--- src/rtl/field_pkg.sv ---
// Shared types and geometry for the field cell RAM and its row prefetcher.
package field_pkg;

  localparam int PIX_WIDTH   = 12;
  localparam int BRICK_Y     = 25;
  localparam int BRICK_X_CNT = 10;
  localparam int BRICK_Y_CNT = 20;
  localparam int BORDER_Y    = 2;
  localparam int CELL_W      = 3;

  localparam int ADDR_W = $clog2(BRICK_X_CNT * BRICK_Y_CNT);
  localparam int ROW_W  = $clog2(BRICK_Y_CNT);
  localparam int COL_W  = $clog2(BRICK_X_CNT);

  typedef logic [CELL_W-1:0] cell_t;

  // 0 is empty; 1..7 are piece colours.
  localparam cell_t CELL_EMPTY = '0;

  typedef enum logic [1:0] {
    IDLE  = 2'd0,
    FETCH = 2'd1,
    DRAIN = 2'd2
  } fsm_t;

  function automatic logic [PIX_WIDTH-1:0] row_top(input int r);
    return PIX_WIDTH'((r + 1) * BORDER_Y + r * BRICK_Y);
  endfunction

  function automatic logic [ADDR_W-1:0] addr_of(input logic [ROW_W-1:0] row,
                                                input logic [COL_W-1:0] col);
    return ADDR_W'(row) * ADDR_W'(BRICK_X_CNT) + ADDR_W'(col);
  endfunction

endpackage

--- src/rtl/field_row_locator.sv ---
// Maps a pixel offset from the field top to the brick row it falls in, if any.
module field_row_locator
  import field_pkg::*;
(
  input  logic [PIX_WIDTH-1:0] i_off,
  output logic                 o_hit,
  output logic [ROW_W-1:0]     o_row
);

  // Wrapped (negative) offsets are huge unsigned values and match no row.
  always_comb begin
    o_hit = 1'b0;
    o_row = '0;
    for (int r = 0; r < BRICK_Y_CNT; r++) begin
      if (i_off >= row_top(r) && i_off <= row_top(r) + PIX_WIDTH'(BRICK_Y - 1)) begin
        o_hit = 1'b1;
        o_row = ROW_W'(r);
      end
    end
  end

endmodule

--- src/rtl/field_row_prefetch.sv ---
// Prefetches the brick row of the next display line into a double-buffered
// line cache and arbitrates the single-port field RAM with game logic.
module field_row_prefetch
  import field_pkg::*;
(
  input  logic                 clk,
  input  logic                 rst,
  input  logic [PIX_WIDTH-1:0] start_y_i,
  input  logic                 line_start_i,
  input  logic [PIX_WIDTH-1:0] next_pix_y_i,
  output logic [ADDR_W-1:0]    mem_addr_o,
  output logic                 mem_we_o,
  output cell_t                mem_wdata_o,
  input  cell_t                mem_rdata_i,
  input  logic                 game_valid_i,
  output logic                 game_ready_o,
  input  logic                 game_we_i,
  input  logic [ROW_W-1:0]     game_row_i,
  input  logic [COL_W-1:0]     game_col_i,
  input  cell_t                game_wdata_i,
  output logic                 game_rsp_valid_o,
  output cell_t                game_rsp_data_o,
  input  logic [COL_W-1:0]     disp_col_i,
  output cell_t                disp_cell_o,
  output logic                 disp_hit_o,
  output logic                 overrun_o
);

  localparam logic [COL_W-1:0] NUM_COLS = COL_W'(BRICK_X_CNT);
  localparam logic [COL_W-1:0] LAST_COL = COL_W'(BRICK_X_CNT - 1);

  fsm_t r_state, w_state_nxt;

  cell_t            r_cache [2][BRICK_X_CNT];
  logic             r_front_ptr, r_front_hit, r_back_valid;
  logic [ROW_W-1:0] r_front_row, r_back_row;
  logic             r_pending_valid, r_pending_hit;
  logic [ROW_W-1:0] r_pending_row;
  logic [COL_W-1:0] r_col, r_cap_col;
  logic             r_cap_en, r_overrun, r_rsp_valid, r_disp_hit;
  cell_t            r_disp_cell;

  logic [PIX_WIDTH-1:0] w_off;
  logic                 w_loc_hit, w_busy, w_start, w_game_acc, w_back_ptr;
  logic [ROW_W-1:0]     w_loc_row;

  assign w_off = next_pix_y_i - start_y_i;

  field_row_locator u_locator (
    .i_off (w_off),
    .o_hit (w_loc_hit),
    .o_row (w_loc_row)
  );

  assign w_busy     = (r_state != IDLE);
  assign w_back_ptr = ~r_front_ptr;
  // A strobe during a fetch forces a restart even when the row is unchanged.
  assign w_start    = line_start_i && w_loc_hit &&
                      (w_busy || !(r_pending_valid && (w_loc_row == r_pending_row)));
  assign w_game_acc = game_valid_i && game_ready_o;

  assign game_ready_o     = (r_state == IDLE) && !line_start_i && !rst;
  assign game_rsp_valid_o = r_rsp_valid;
  assign game_rsp_data_o  = r_rsp_valid ? mem_rdata_i : CELL_EMPTY;
  assign disp_cell_o      = r_disp_cell;
  assign disp_hit_o       = r_disp_hit;
  assign overrun_o        = r_overrun;

  always_ff @(posedge clk) begin
    if (rst) r_state <= IDLE;
    else     r_state <= w_state_nxt;
  end

  always_comb begin
    w_state_nxt = r_state;
    mem_addr_o  = '0;
    mem_we_o    = 1'b0;
    mem_wdata_o = CELL_EMPTY;
    if (line_start_i) begin
      w_state_nxt = w_start ? FETCH : IDLE;
    end else begin
      case (r_state)
        FETCH:   if (r_col == LAST_COL) w_state_nxt = DRAIN;
        DRAIN:   w_state_nxt = IDLE;
        default: w_state_nxt = IDLE;
      endcase
    end
    if (r_state == FETCH) begin
      mem_addr_o = addr_of(r_back_row, r_col);
    end else if (w_game_acc) begin
      mem_addr_o  = addr_of(game_row_i, game_col_i);
      mem_we_o    = game_we_i;
      mem_wdata_o = game_we_i ? game_wdata_i : CELL_EMPTY;
    end
  end

  always_ff @(posedge clk) begin
    if (rst) begin
      r_front_ptr     <= 1'b0;
      r_front_hit     <= 1'b0;
      r_front_row     <= '0;
      r_back_valid    <= 1'b0;
      r_back_row      <= '0;
      r_pending_valid <= 1'b0;
      r_pending_hit   <= 1'b0;
      r_pending_row   <= '0;
      r_col           <= '0;
      r_cap_col       <= '0;
      r_cap_en        <= 1'b0;
      r_overrun       <= 1'b0;
      r_rsp_valid     <= 1'b0;
      r_disp_hit      <= 1'b0;
      r_disp_cell     <= CELL_EMPTY;
    end else begin
      r_rsp_valid <= w_game_acc && !game_we_i;
      r_disp_hit  <= r_front_hit;
      r_disp_cell <= (r_front_hit && disp_col_i < NUM_COLS) ?
                     r_cache[r_front_ptr][disp_col_i] : CELL_EMPTY;

      // RAM data lags the address by one cycle, so capture lags the issue.
      r_cap_en  <= (r_state == FETCH) && !line_start_i;
      r_cap_col <= r_col;
      if (r_cap_en) r_cache[w_back_ptr][r_cap_col] <= mem_rdata_i;
      if (r_state == FETCH) r_col <= r_col + 1'b1;
      if (r_state == DRAIN && !line_start_i) r_back_valid <= 1'b1;

      if (w_game_acc && game_we_i && game_col_i < NUM_COLS) begin
        if (r_front_hit && r_front_row == game_row_i)
          r_cache[r_front_ptr][game_col_i] <= game_wdata_i;
        if (r_back_valid && r_back_row == game_row_i)
          r_cache[w_back_ptr][game_col_i] <= game_wdata_i;
      end

      if (line_start_i) begin
        if (w_busy) begin
          r_overrun    <= 1'b1;
          r_back_valid <= 1'b0;
          r_front_hit  <= 1'b0;
        end else begin
          r_front_hit <= r_pending_hit;
          if (r_back_valid) begin
            r_front_ptr  <= ~r_front_ptr;
            r_front_row  <= r_back_row;
            r_back_valid <= 1'b0;
          end
        end
        r_pending_hit   <= w_loc_hit;
        r_pending_row   <= w_loc_row;
        r_pending_valid <= w_loc_hit;
        if (w_start) begin
          r_back_row <= w_loc_row;
          r_col      <= '0;
        end
      end
    end
  end

endmodule
--- config.mk ---
export PLATFORM = sky130hd
export DESIGN_NAME = field_row_prefetch
export DESIGN_NICKNAME = d
export VERILOG_FILES = /design/src/rtl/field_pkg.sv /design/src/rtl/field_row_locator.sv /design/src/rtl/field_row_prefetch.sv
export SDC_FILE = /design/constraint.sdc
export NUM_CORES = 1
export LEC_CHECK = 0
export ABC_CLOCK_PERIOD_IN_PS = 6500
export CAP_MARGIN = 25
export CELL_PAD_IN_SITES_DETAIL_PLACEMENT = 1
export CELL_PAD_IN_SITES_GLOBAL_PLACEMENT = 2
export CORE_UTILIZATION = 38
export CTS_CLUSTER_DIAMETER = 200
export DETAILED_ROUTE_END_ITERATION = 8
export PLACE_DENSITY_LB_ADDON = 0.1
export SLEW_MARGIN = 20
export SYNTH_ARGS = -nofsm -noshare
export SYNTH_HDL_FRONTEND = slang
export SYNTH_SLANG_ARGS = --single-unit
--- constraint.sdc ---
create_clock -name clk -period 6.5 [get_ports clk]
set_clock_uncertainty 0.2 [all_clocks]
set_input_delay 0.975 -clock clk [delete_from_list [all_inputs] [get_ports clk]]
set_output_delay 0.975 -clock clk [all_outputs]
set_load 0.05 [all_outputs]
==> results of run 1 <==
==> sequential cells by signal, indices dropped and copies added (netlist names), named ones only <==
signal,flops
r_cache,60
r_back_row,5
r_front_row,5
r_pending_row,5
r_cap_col,4
r_col,4
disp_cell_o,3
r_state,2
disp_hit_o,1
game_rsp_valid_o,1
overrun_o,1
r_back_valid,1
r_cap_en,1
r_front_hit,1
r_front_ptr,1
r_pending_hit,1
==> path summary, 6_finish.rpt <==
path / cells past startpoint / start / end / slack (ps)
max reg2reg: 11 / r_state[1]$_SDFFE_PP0P_ / r_cache[0][8]$_DFFE_PP_ / 2710
max: 16 / start_y_i[0] / r_back_row[2]$_SDFFE_PP0P_ / 500
min reg2reg: 2 / overrun_o$_SDFFE_PP0P_ / overrun_o$_SDFFE_PP0P_ / 280
min: 2 / overrun_o$_SDFFE_PP0P_ / overrun_o$_SDFFE_PP0P_ / 280
==> metrics by stage <==
step	utilization (%)	area (um^2)	power, W
2_1_floorplan	-	7360	0.00104
3_3_place_gp	44.2	8330	0.00121
3_5_place_dp	44.2	8330	0.00122
4_1_cts	45.8	8630	0.00177
5_1_grt	45.9	8630	0.00185
6_report	45.9	8630	0.00176
==> cells in the mapped netlist, drive strengths merged (6+ instances only) <==
cell type | n | share of area (%)
nand2 | 71 | 3.6
mux2 | 61 | 9.3
edfxtp | 60 | 24
nor2 | 50 | 2.7
a21oi | 45 | 3.1
o21ai | 38 | 2.6
clkbuf | 37 | 1.9
dfxtp | 37 | 10
ha | 31 | 5.3
inv | 27 | 1.4
nand3 | 20 | 1.4
nor3 | 20 | 1.7
xnor2 | 19 | 2.4
xor2 | 19 | 2.3
mux4 | 18 | 5.5
o22ai | 18 | 1.5
nand2b | 16 | 1.4
and2 | 12 | 1.1
a211oi | 10 | 1.3
mux2i | 10 | 1.4
nor2b | 10 | 0.85
a21o | 9 | 0.92
buf | 9 | 0.70
nand4 | 7 | 0.60
o2111ai | 6 | 0.71
o211ai | 6 | 0.61
or3 | 6 | 0.51
==> cell families (layout without fill, tap and decap cells) <==
kind of cell	after synthesis	in the layout	share of synthesized area, %
flops	97	97	34.6
compound gates	188	188	18.1
buf+inv	73	132	3.98
mux	89	89	16.2
simple gates	233	233	15.9
xor+xnor	38	38	4.63
fa+ha+maj	36	36	6.63
==> routing by layer <==
layer  up-vias  track usage (%)
met2        97             37.5
li1       2951                -
met5         -                0
met3        20             3.16
met4         0             5.61
met1      3146             32.3
==> cell type report <==
| type | count | area, um^2 |
|---|---|---|
| Timing Repair Buffer | 89 | 841 |
| Inverter | 27 | 101 |
| Clock inverter | 6 | 72.6 |
| Sequential cell | 97 | 2540 |
| Tap cell | 260 | 325 |
| Clock buffer | 10 | 229 |
| Fill cell | 2119 | 10200 |
| Multi-Input combinational cell | 584 | 4520 |
==> power by group <==
| group | switching (W) | leakage, nW | internal (W) |
|---|---|---|---|
| Combinational | 0.000333 | 2.07 | 0.000209 |
| Clock | 0.000244 | 0.144 | 0.000303 |
| Sequential | 0.0000100 | 0.839 | 0.000659 |
| Total | 0.000587 | 3.05 | 0.00117 |
==> worst min-delay path, cell delays in order (launching register included) <==
cell and delay (ps):
dfxtp_1 330, a21oi_1 40, nor2_1 70
==> impl_metrics.json, run 1 <==
{
  "path_cells": "clkdlybuf4s50_1, ha_1, inv_1, fa_1, a211oi_4, nor3_1, nor2_1, a21oi_1, a2111oi_0, o21ai_0, and2_1, a21o_1, a2111o_1, o41ai_4, o21ai_0, a21oi_1",
  "final_cells": 1073,
  "post_cts_buffers": 0,
  "routed_wl_um": 22300,
  "die_area_um2": 19900,
  "period_needed_ps": 6000,
  "wl_met2_um": 10400,
  "hp-class": "register to register",
  "setup-tns-final_ps": 0,
  "chipWidth_um": 141,
  "cp.arrival_ps": 6080,
  "grt_pass1_wl_um": 35600,
  "drt_first_pass_iters": 4,
  "async_flop_share_pct": 0,
  "crit_buf_inv": 2,
  "place_ws_ps": 242,
  "max_freq_mhz": 167,
  "maxSlewHeadroom_pct": 47.2,
  "final_antenna_net_count": 0,
  "max_stage_delay_ps": 590,
  "crit_slowest_cell": "nor2_1",
  "layout_common_cells": "nand2_1, clkdlybuf4s50_1, mux2_2, edfxtp_1, nor2_1",
  "start_kind": "input port",
  "synth_area_um2": 7360,
  "areaGrowthSynthToFinish_pct": 17.4,
  "drt-initial-drc-count": 345,
  "crit_family": "compound AO/OA/AOI/OAI gates",
  "finalHoldViolations": 0,
  "fp.coreArea_um2": 18800,
  "synth_edf_count": 60,
  "antenna_found_initial": 0,
  "avgSynthCellArea_um2": 9.76,
  "placedCellCount": 1057,
  "crit_type": "input port to register",
  "grt_max_degree": 35,
  "setup_viol": 0,
  "path_max_fanout": 11,
  "hpwlAfterDp_um": 16900,
  "ios": 70,
  "start_util_pct": 39.1,
  "synthDistinctLibCells": 83,
  "root_buffer": "clkbuf_16",
  "required_ps": 6580,
  "cap_violations": 0,
  "post_route_cells_drive_above_1_share_pct": 17.1,
  "power_density_nw_per_um2": 204,
  "top_layer": "met4",
  "fin_nets": 892,
  "dr_wl_met3_um": 691,
  "cts_resized": 0,
  "irDropWorstVdd_mv": 0.126,
  "met1Wirelength_um": 10900,
  "endpoint_kind": "register",
  "drv_slew": 0,
  "tritoncts": "built",
  "leakagePower_nw": 3.05,
  "synthFlopType": "edfxtp_1",
  "wire_per_inst_um": 20.8,
  "viasPerCell": 5.79,
  "rsz0062_at_grt": "no",
  "gp_congestion": 0.932,
  "grt_pass1_vias": 6455,
  "remaining_drc_errors": 0,
  "numPortBuffers": 69,
  "tightest_slew_ps": 792,
  "ctsHoldBuffers": 0,
  "rows": 50,
  "ys_seq_elements": 97,
  "vias": 6214,
  "synth_cells": 754,
  "ys_seq_area_share_pct": 34.6,
  "clock_latency_ps": 350,
  "synth_warnings": 0,
  "path_clk_slew_ps": 70,
  "die_h_um": 141,
  "holdWs_ps": 276,
  "clockBufferDepth": 2,
  "final_common_cell": "nand2_1",
  "cts.sinks": 97,
  "post-route-period-util_pct": 92.3,
  "grt_overflow_total": 0,
  "cts_buffers": 9,
  "diodes": 0,
  "track_usage_pct": 23.1,
  "status": "finished, final reports clean",
  "ctsHtreeMaxLevel": 3,
  "layout_setup_ws_ps": 499,
  "synth_fp_nets": 838
}
Power figures use the tool's default switching activity.
==> inputs of run 2 (changes only) <==
ABC_CLOCK_PERIOD_IN_PS = not set   (was 6500)
==> results of run 2 <==
The final DEF is identical to that of run 1; final timing and power are the same.
